==> config.mk <==
export PLATFORM = sky130hd
export DESIGN_NAME = aes_sca_sequencer
export DESIGN_NICKNAME = d
export VERILOG_FILES = /design/src/rtl/aes_sca_sequencer.sv
export SDC_FILE = /design/constraint.sdc
export NUM_CORES = 1
export LEC_CHECK = 0
export BUFFER_PORTS_ARGS = -buffer_cell sky130_fd_sc_hd__buf_4
export CAP_MARGIN = 20
export CORE_AREA = 4 4 259 261
export DETAILED_ROUTE_END_ITERATION = 8
export DIE_AREA = 0 0 263 265
export PLACE_DENSITY = 0.46
export SLEW_MARGIN = 25
export SYNTH_ARGS = -nofsm -noshare
export SYNTH_HDL_FRONTEND = slang
export SYNTH_SLANG_ARGS = --single-unit
==> constraint.sdc <==
create_clock -name clk -period 3.4 [get_ports clk]
set_input_delay 0.17 -clock clk [delete_from_list [all_inputs] [get_ports clk]]
set_output_delay 0.17 -clock clk [all_outputs]
set_load 0.02 [all_outputs]
==> src/rtl/aes_sca_sequencer.sv <==
// Side-channel capture sequencer: latches a plaintext from comm, drives a fixed-key iterative AES core,
// and frames each encryption with a scope trigger plus a post-completion quiet period.
module aes_sca_sequencer #(
    parameter logic [127:0] KEY      = 128'h000102030405060708090a0b0c0d0e0f,
    parameter int           TRIG_PRE = 4,
    parameter int           POST_LEN = 2,
    parameter int           TIMEOUT  = 1024,
    parameter int           CNT_W    = 32
) (
    input  logic             clk,
    input  logic             reset,
    input  logic             aes_start,
    input  logic [127:0]     pt_in,
    output logic             aes_ready,
    output logic [127:0]     ct_out,
    output logic             core_load,
    output logic [127:0]     core_pt,
    output logic [127:0]     core_key,
    input  logic             core_done,
    input  logic [127:0]     core_ct,
    output logic             trigger,
    output logic [CNT_W-1:0] enc_count,
    output logic             timeout_err
);

    localparam int MAX_AP = (TRIG_PRE > POST_LEN) ? TRIG_PRE : POST_LEN;
    localparam int MAX_V  = (MAX_AP > TIMEOUT) ? MAX_AP : TIMEOUT;
    localparam int CW     = $clog2(MAX_V + 1);

    localparam logic [CW-1:0] ARM_LAST  = CW'(TRIG_PRE - 1);
    localparam logic [CW-1:0] RUN_LAST  = CW'(TIMEOUT - 1);
    localparam logic [CW-1:0] POST_LAST = CW'(POST_LEN - 1);
    localparam logic [CW-1:0] CNT_ZERO  = {CW{1'b0}};
    localparam logic [CW-1:0] CNT_ONE   = CW'(1);

    typedef enum logic [1:0] {
        S_IDLE = 2'd0,
        S_ARM  = 2'd1,
        S_RUN  = 2'd2,
        S_POST = 2'd3
    } state_t;

    state_t            r_state, w_state_nxt;
    logic [CW-1:0]     r_cnt, w_cnt_nxt;
    logic              r_ready, w_ready_nxt;
    logic              r_trigger, w_trigger_nxt;
    logic              r_load, w_load_nxt;
    logic [127:0]      r_core_pt, w_core_pt_nxt;
    logic [127:0]      r_ct, w_ct_nxt;
    logic [CNT_W-1:0]  r_enc, w_enc_nxt;
    logic              r_to_err, w_to_err_nxt;

    // State and output registers; reset aborts any operation in flight.
    always_ff @(posedge clk) begin
        if (reset) begin
            r_state   <= S_IDLE;
            r_cnt     <= CNT_ZERO;
            r_ready   <= 1'b1;
            r_trigger <= 1'b0;
            r_load    <= 1'b0;
            r_core_pt <= 128'd0;
            r_ct      <= 128'd0;
            r_enc     <= {CNT_W{1'b0}};
            r_to_err  <= 1'b0;
        end else begin
            r_state   <= w_state_nxt;
            r_cnt     <= w_cnt_nxt;
            r_ready   <= w_ready_nxt;
            r_trigger <= w_trigger_nxt;
            r_load    <= w_load_nxt;
            r_core_pt <= w_core_pt_nxt;
            r_ct      <= w_ct_nxt;
            r_enc     <= w_enc_nxt;
            r_to_err  <= w_to_err_nxt;
        end
    end

    // Next-state and next-output logic; core_done is not accepted in the load cycle (cnt == 0).
    always_comb begin
        w_state_nxt   = r_state;
        w_cnt_nxt     = r_cnt;
        w_ready_nxt   = r_ready;
        w_trigger_nxt = r_trigger;
        w_load_nxt    = 1'b0;
        w_core_pt_nxt = r_core_pt;
        w_ct_nxt      = r_ct;
        w_enc_nxt     = r_enc;
        w_to_err_nxt  = r_to_err;
        case (r_state)
            S_IDLE: begin
                w_ready_nxt   = 1'b1;
                w_trigger_nxt = 1'b0;
                if (aes_start) begin
                    w_core_pt_nxt = pt_in;
                    w_trigger_nxt = 1'b1;
                    w_ready_nxt   = 1'b0;
                    w_cnt_nxt     = CNT_ZERO;
                    w_state_nxt   = S_ARM;
                end else begin
                    w_state_nxt = S_IDLE;
                end
            end
            S_ARM: begin
                if (r_cnt == ARM_LAST) begin
                    w_load_nxt  = 1'b1;
                    w_cnt_nxt   = CNT_ZERO;
                    w_state_nxt = S_RUN;
                end else begin
                    w_cnt_nxt = r_cnt + CNT_ONE;
                end
            end
            S_RUN: begin
                if (core_done && (r_cnt != CNT_ZERO)) begin
                    w_ct_nxt      = core_ct;
                    w_enc_nxt     = r_enc + {{(CNT_W-1){1'b0}}, 1'b1};
                    w_trigger_nxt = 1'b0;
                    w_cnt_nxt     = CNT_ZERO;
                    w_state_nxt   = S_POST;
                end else if (r_cnt == RUN_LAST) begin
                    w_ct_nxt      = 128'd0;
                    w_to_err_nxt  = 1'b1;
                    w_trigger_nxt = 1'b0;
                    w_cnt_nxt     = CNT_ZERO;
                    w_state_nxt   = S_POST;
                end else begin
                    w_cnt_nxt = r_cnt + CNT_ONE;
                end
            end
            S_POST: begin
                w_trigger_nxt = 1'b0;
                if (r_cnt == POST_LAST) begin
                    w_ready_nxt = 1'b1;
                    w_cnt_nxt   = CNT_ZERO;
                    w_state_nxt = S_IDLE;
                end else begin
                    w_cnt_nxt = r_cnt + CNT_ONE;
                end
            end
            default: begin
                w_state_nxt   = S_IDLE;
                w_ready_nxt   = 1'b1;
                w_trigger_nxt = 1'b0;
                w_cnt_nxt     = CNT_ZERO;
            end
        endcase
    end

    assign aes_ready   = r_ready;
    assign ct_out      = r_ct;
    assign core_load   = r_load;
    assign core_pt     = r_core_pt;
    assign core_key    = KEY;
    assign trigger     = r_trigger;
    assign enc_count   = r_enc;
    assign timeout_err = r_to_err;

endmodule

# ---- Yosys cells after proc, flatten, opt, wreduce, memory -nomap -nowiden
# Index checks and enable logic that the tools add are counted.
dict set report classes {
  bitwise 2
  mux 22
  n_addsub 2
  eq_ne 10
  reduce_logical 14
}
# op count
set op_table {}
lappend op_table {{128-bit two-way mux} 2}
lappend op_table {{11-bit two-way mux} 5}
lappend op_table {{11-bit case mux with 4 select lines} 1}
lappend op_table {{32-bit by 1-bit adder with 32-bit output (second input constant)} 1}
lappend op_table {{11-bit by 1-bit adder with 11-bit output (second input constant)} 1}
lappend op_table {{11-bit by 1-bit == test with 1-bit output (second input constant)} 1}
lappend op_table {{11-bit by 10-bit == test with 1-bit output (second input constant)} 1}
lappend op_table {{11-bit by 2-bit == test with 1-bit output (second input constant)} 1}
lappend op_table {{11-bit nonzero test} 1}
lappend op_table {{2-bit AND reduction} 5}
lappend op_table {{2-bit two-way mux} 4}
lappend op_table {{2-bit case mux with 4 select lines} 1}
lappend op_table {{1-bit two-way mux} 7}
lappend op_table {{2-bit != test (second input constant)} 3}
lappend op_table {{3-bit AND reduction} 2}
lappend op_table {{2-bit == test (second input constant)} 2}
lappend op_table {{2-bit nonzero test} 2}
lappend op_table {{3-bit != test (second input constant)} 1}
lappend op_table {{1-bit case mux with 3 select lines} 1}
lappend op_table {{3-bit nonzero test} 1}
lappend op_table {{2-bit by 1-bit == test with 1-bit output (second input constant)} 1}
lappend op_table {{2-bit logical NOT} 1}
lappend op_table {{1-bit NOT} 2}
lappend op_table {{1-bit case mux with 2 select lines} 1}
lappend op_table {{other kinds (2)} 2}
dict set report totals {
  reg_bits 305
  wordCells 59
  output_inout_bits 420
  inputBits 260
}

# ---- Depth between registers and ports, before layout
dict set report depth {
  ltp_word 4
  mapped_depth 9
  depth_no_buf 8
}

# ---- Least setup slack after synthesis
# Ideal clock, no wire load.
dict set report synth_path {
  path_type {register to register}
  startpoint {reg r_cnt[8]}
  endpoint {reg r_ct[18] (netlist: ct_out[18])}
  n_path_buf 2
  arrival_ns 1.935
  setup_ns 0.128
  required_time_ns 3.272
  synth_period_minus_slack_ns 2.063
  stages_incl_launch_ff 8
  path_slack_ns 1.337
  cell_sequence {dfxtp_1 > or4_4 > o41ai_4 > nor2_1 > clkbuf_1 > buf_2 > a22oi_1 > nor2_1}
}
dict set report synth_via {
  elab_chain_len 4
  elab_cells_between_ends 6
  cone_classes {1 x eq/ne; 1 x mux; 4 x reduce/logical}
}
# element line
set synth_lines {}
lappend synth_lines {{start: declaration} 44} ;# logic [CW-1:0] r_cnt, w_cnt_nxt;
lappend synth_lines {{start signal: assignment} 67} ;# r_cnt <= w_cnt_nxt;
lappend synth_lines {{11-bit nonzero test} 113} ;# if (core_done && (r_cnt != CNT_ZERO)) begin
lappend synth_lines {{1-bit logical AND} 113}
lappend synth_lines {{2-bit nonzero test (no source line)} --}
lappend synth_lines {{2-bit AND reduction (no source line)} --}
lappend synth_lines {{end signal: assignment} 72} ;# r_ct <= w_ct_nxt;
lappend synth_lines {{end: declaration} 49} ;# logic [127:0] r_ct, w_ct_nxt;
# Parallel ways exist; a longest one is shown, timed or not.
# A chain may end at the register's enable or synchronous reset.

# ---- Worst setup path after layout
dict set report layout_path {
  startpoint {reg r_cnt[8]}
  endpoint {reg r_ct[60] (netlist: ct_out[60])}
}
# The elaborated chain is that of the path after synthesis.

==> metrics.md <==
| Metric | Value |
|---|---|
| Status | complete, no violations |
| Clk pwr share | 38.2% |
| Net Sw Frac | 30.2% |
| Die Area | 69700 um^2 |
| Detailed Route Iter0 Violations | 535 |
| Clock latency at the later pin of the worst-skew pair | 530 ps |
| Total number of vias | 12200 |
| Startpoint Class | register |
| First-pass GRT wire length | 70300 um |
| Worst setup path class | reg2reg |
| Height of the die | 265 um |
| Synthesis-to-layout area growth | 70.1% |
| Hold Crit Endpoint | timeout_err |
| Drt total wl | 45600 um |
| Distinct cells, synth | 42 |
| Clock Skews | 14.7 ps |
| EDFF count, synth | 0 |
| Utilization of the core after routing | 31.5% |
| Worst slew pin tran | 656 ps |
| Post_cts resized | 0 |
| Final net count | 2434 |
| Warnings, synthesis | 0 |
| Seq/Total Area, Yosys | 51.1% |
| RSZ-0062 raised after global routing | no |
| Worst setup EP type | register |
| Vias in the first global route | 12600 |
| R2r worst-path depth | 7 |
| Max_slew headroom | 56.3% |
| Peak supply drop | 293 uV |
| Crit Path Max Fanout | 65 |
| Hold Path Class | in2reg |
| P_leak | 8.78 nW |
| Area leader, netlist | dfxtp_1 |
| Final Hold Viols | 0 |
| Most frequent cells in the layout | buf_4, dfxtp_1, nand2_1 |
| Fillers | 6651 |
| Netlist Area Pre-Place | 12000 um^2 |
| CTS tree | yes |
| Fin. max-slew vios | 0 |
| CTS Sinks | 305 |
| DRC violations left | 0 |
| Min cycle time layout | 2670 ps |
| Arr. time, crit path | 3130 ps |
| Average wire per standard cell | 14.9 um |
| Critical R2R Capture | ct_out[60] |
| FF-to-FF setup slack | 730 ps |
| Hold Startpoint | core_done |
| First-pass detailed-route iteration total | 5 |
| CTS buffer count | 37 |
| Critical Path RT | 3860 ps |
| Post-synth top flop | dfxtp_1 |
| Pre-CTS setup slack | 756 ps |
| Seq cells post-synth | 305 |
| Hold path cells | 4 |
| Final ANT Viol Nets | 0 |
| Initial antenna violation count | 0 |
| Internal | 0.00747 W |
| Ys async rst share | 0% |
| Synth area leaders | dfxtp_1, buf_4, nand2_1, a22oi_1, a21oi_1 |
| Worst-path clk slew | 60 ps |
| Area share of the largest cell type after synthesis | 51.1% |
| # IOs | 680 |
| Antenna diode count | 0 |
| Die width | 263 um |
| Routability cong. | 0.788 |
| Sum Neg Setup Slack | 0 ps |
| Port Buf Inserts | 551 |
| GRT Residual Overflow | 0 |
| Power share of the combinational group | 23.7% |
| MaxCap Viol Count | 0 |
| Vias per cell | 4.00 |
| Fmax | 375 MHz |
| Core area | 64500 um^2 |
| Layout cell share with drive strength beyond 1 | 29.1% |
| Gate Count Post-Synth | 1400 |
| Setup ws final | 731 ps |
| Commonest non-fill, non-tap cell in the layout | buf_4 |
| Net Sw Power | 0.00324 W |
| Htree depth | 2 |
| GRT Util Overall | 12.2% |
| Post-DP HPWL | 31700 um |
| Largest net degree at the start of global routing | 106 |
| Max Buffers Root-to-Sink | 3 |
| Pwr/cell area | 527 nW/um^2 |
| Std-Cell Rows | 93 |
| Final critical-path share of the clock period | 78.5% |
| Worst r2r src | r_cnt[8] |
| Syn_area_per_cell | 8.54 um^2 |
| Cell chosen for the clock root | clkbuf_16 |
| Initial Utilization | 18.5% |
| Sequential Power Share | 38.1% |
| Setup violations, final | 0 |
-- metrics by stage --
step	hold slack, ps	cell area, um^2	std cells	power (W)
after floorplan	306	12400	1526	0.00549
after global placement	415	16500	2725	0.00646
after detailed placement	424	16500	2725	0.00648
after CTS	14.4	20300	3050	0.0109
after global routing	53.1	20300	3050	0.0113
final	63.6	20300	3050	0.0107
-- registers in the layout, indices dropped and copies added, names as in the netlist --
register and count:
aes_ready 1, core_load 1, core_pt 128, ct_out 128
enc_count 32, r_cnt 11, r_state 2, timeout_err 1
trigger 1
-- synth_stat cells (2+ instances only) --
master    number
nor4_1        11
a31oi_1        2
nor2_1       178
a21oi_1      135
xor2_1        12
clkbuf_1      66
nor3_1         8
a22oi_1      130
buf_4        140
mux2i_1        5
o21ai_0        7
nand3b_1       3
ha_1           8
conb_1         2
inv_1         16
and3_1         6
buf_2         13
and2_1         5
dfxtp_1      305
buf_1          4
or3_1          2
xnor2_1       20
nand2b_1       2
nand4_1       13
nand3_1       14
and4_1         3
nand2_1      275
-- critical path, cell delays in order (launching register included) --
cell and delay (ps):
dfxtp_1 360, or4_4 570, o41a_1 570, o21ai_4 240, buf_12 210, buf_12 300, a22oi_1 130, nor2_1 110
-- kinds of logic after synthesis --
| kind of cell | Yosys count | share of synthesized area (%) |
|---|---|---|
| multiplexers | 5 | 0.419 |
| XOR/XNOR | 32 | 2.34 |
| AND/OR/NAND/NOR | 525 | 18.0 |
| buffers and inverters | 239 | 12.0 |
| AO/OA/AOI/OAI | 284 | 15.3 |
| other | 2 | 0.0628 |
| adder cells (fa/ha/maj) | 8 | 0.837 |
| flip-flops | 305 | 51.1 |
-- timing repair --
action                    in CTS  in global routing
setup buffers                  0                  0
hold buffers                 257                  0
hold endpoints to repair     258                  0
-- power groups by stage --
| stage | Clock (W) | Sequential (W) | Combinational, W |
|---|---|---|---|
| floorplan | 0 | 0.00451 | 0.000978 |
| finish | 0.00409 | 0.00408 | 0.00254 |
| detailed placement | 0 | 0.00416 | 0.00232 |
| global placement | 0 | 0.00414 | 0.00231 |
| global route | 0.00438 | 0.00412 | 0.00276 |
| CTS | 0.00426 | 0.00408 | 0.00257 |
-- per-layer routing --
metal / part of all wire (%) / routed length, um / track usage (%) / vias up
li1: - / - / - / 5958
met1: 39 / 17800 / 13.8 / 5655
met2: 50 / 22700 / 21.7 / 511
met3: 8.2 / 3740 / 3.75 / 71
met4: 2.8 / 1280 / 4.13 / 0
met5: 0 / 0 / 0 / -
-- how the worst max path moves through the flow --
stage              from    endpoint
3_3_place_gp   r_cnt[8]  ct_out[34]
6_report       r_cnt[8]  ct_out[60]
5_1_grt        r_cnt[8]  ct_out[72]
3_5_place_dp   r_cnt[8]  ct_out[49]
4_1_cts        r_cnt[8]  ct_out[49]
2_1_floorplan  r_cnt[8]  ct_out[18]
-- final cells by class --
cell class / count / area [um^2] / share of cell area, %
clock buffer: 58 / 1170 / 5.74
clock inverter: 10 / 108 / 0.529
inverter: 16 / 60.1 / 0.295
multi-input combinational: 982 / 4910 / 24.1
sequential: 305 / 6110 / 30.0
tap: 855 / 1070 / 5.26
timing repair buffer: 824 / 6910 / 34.0
No activity file was read; power rests on OpenSTA's default activity.
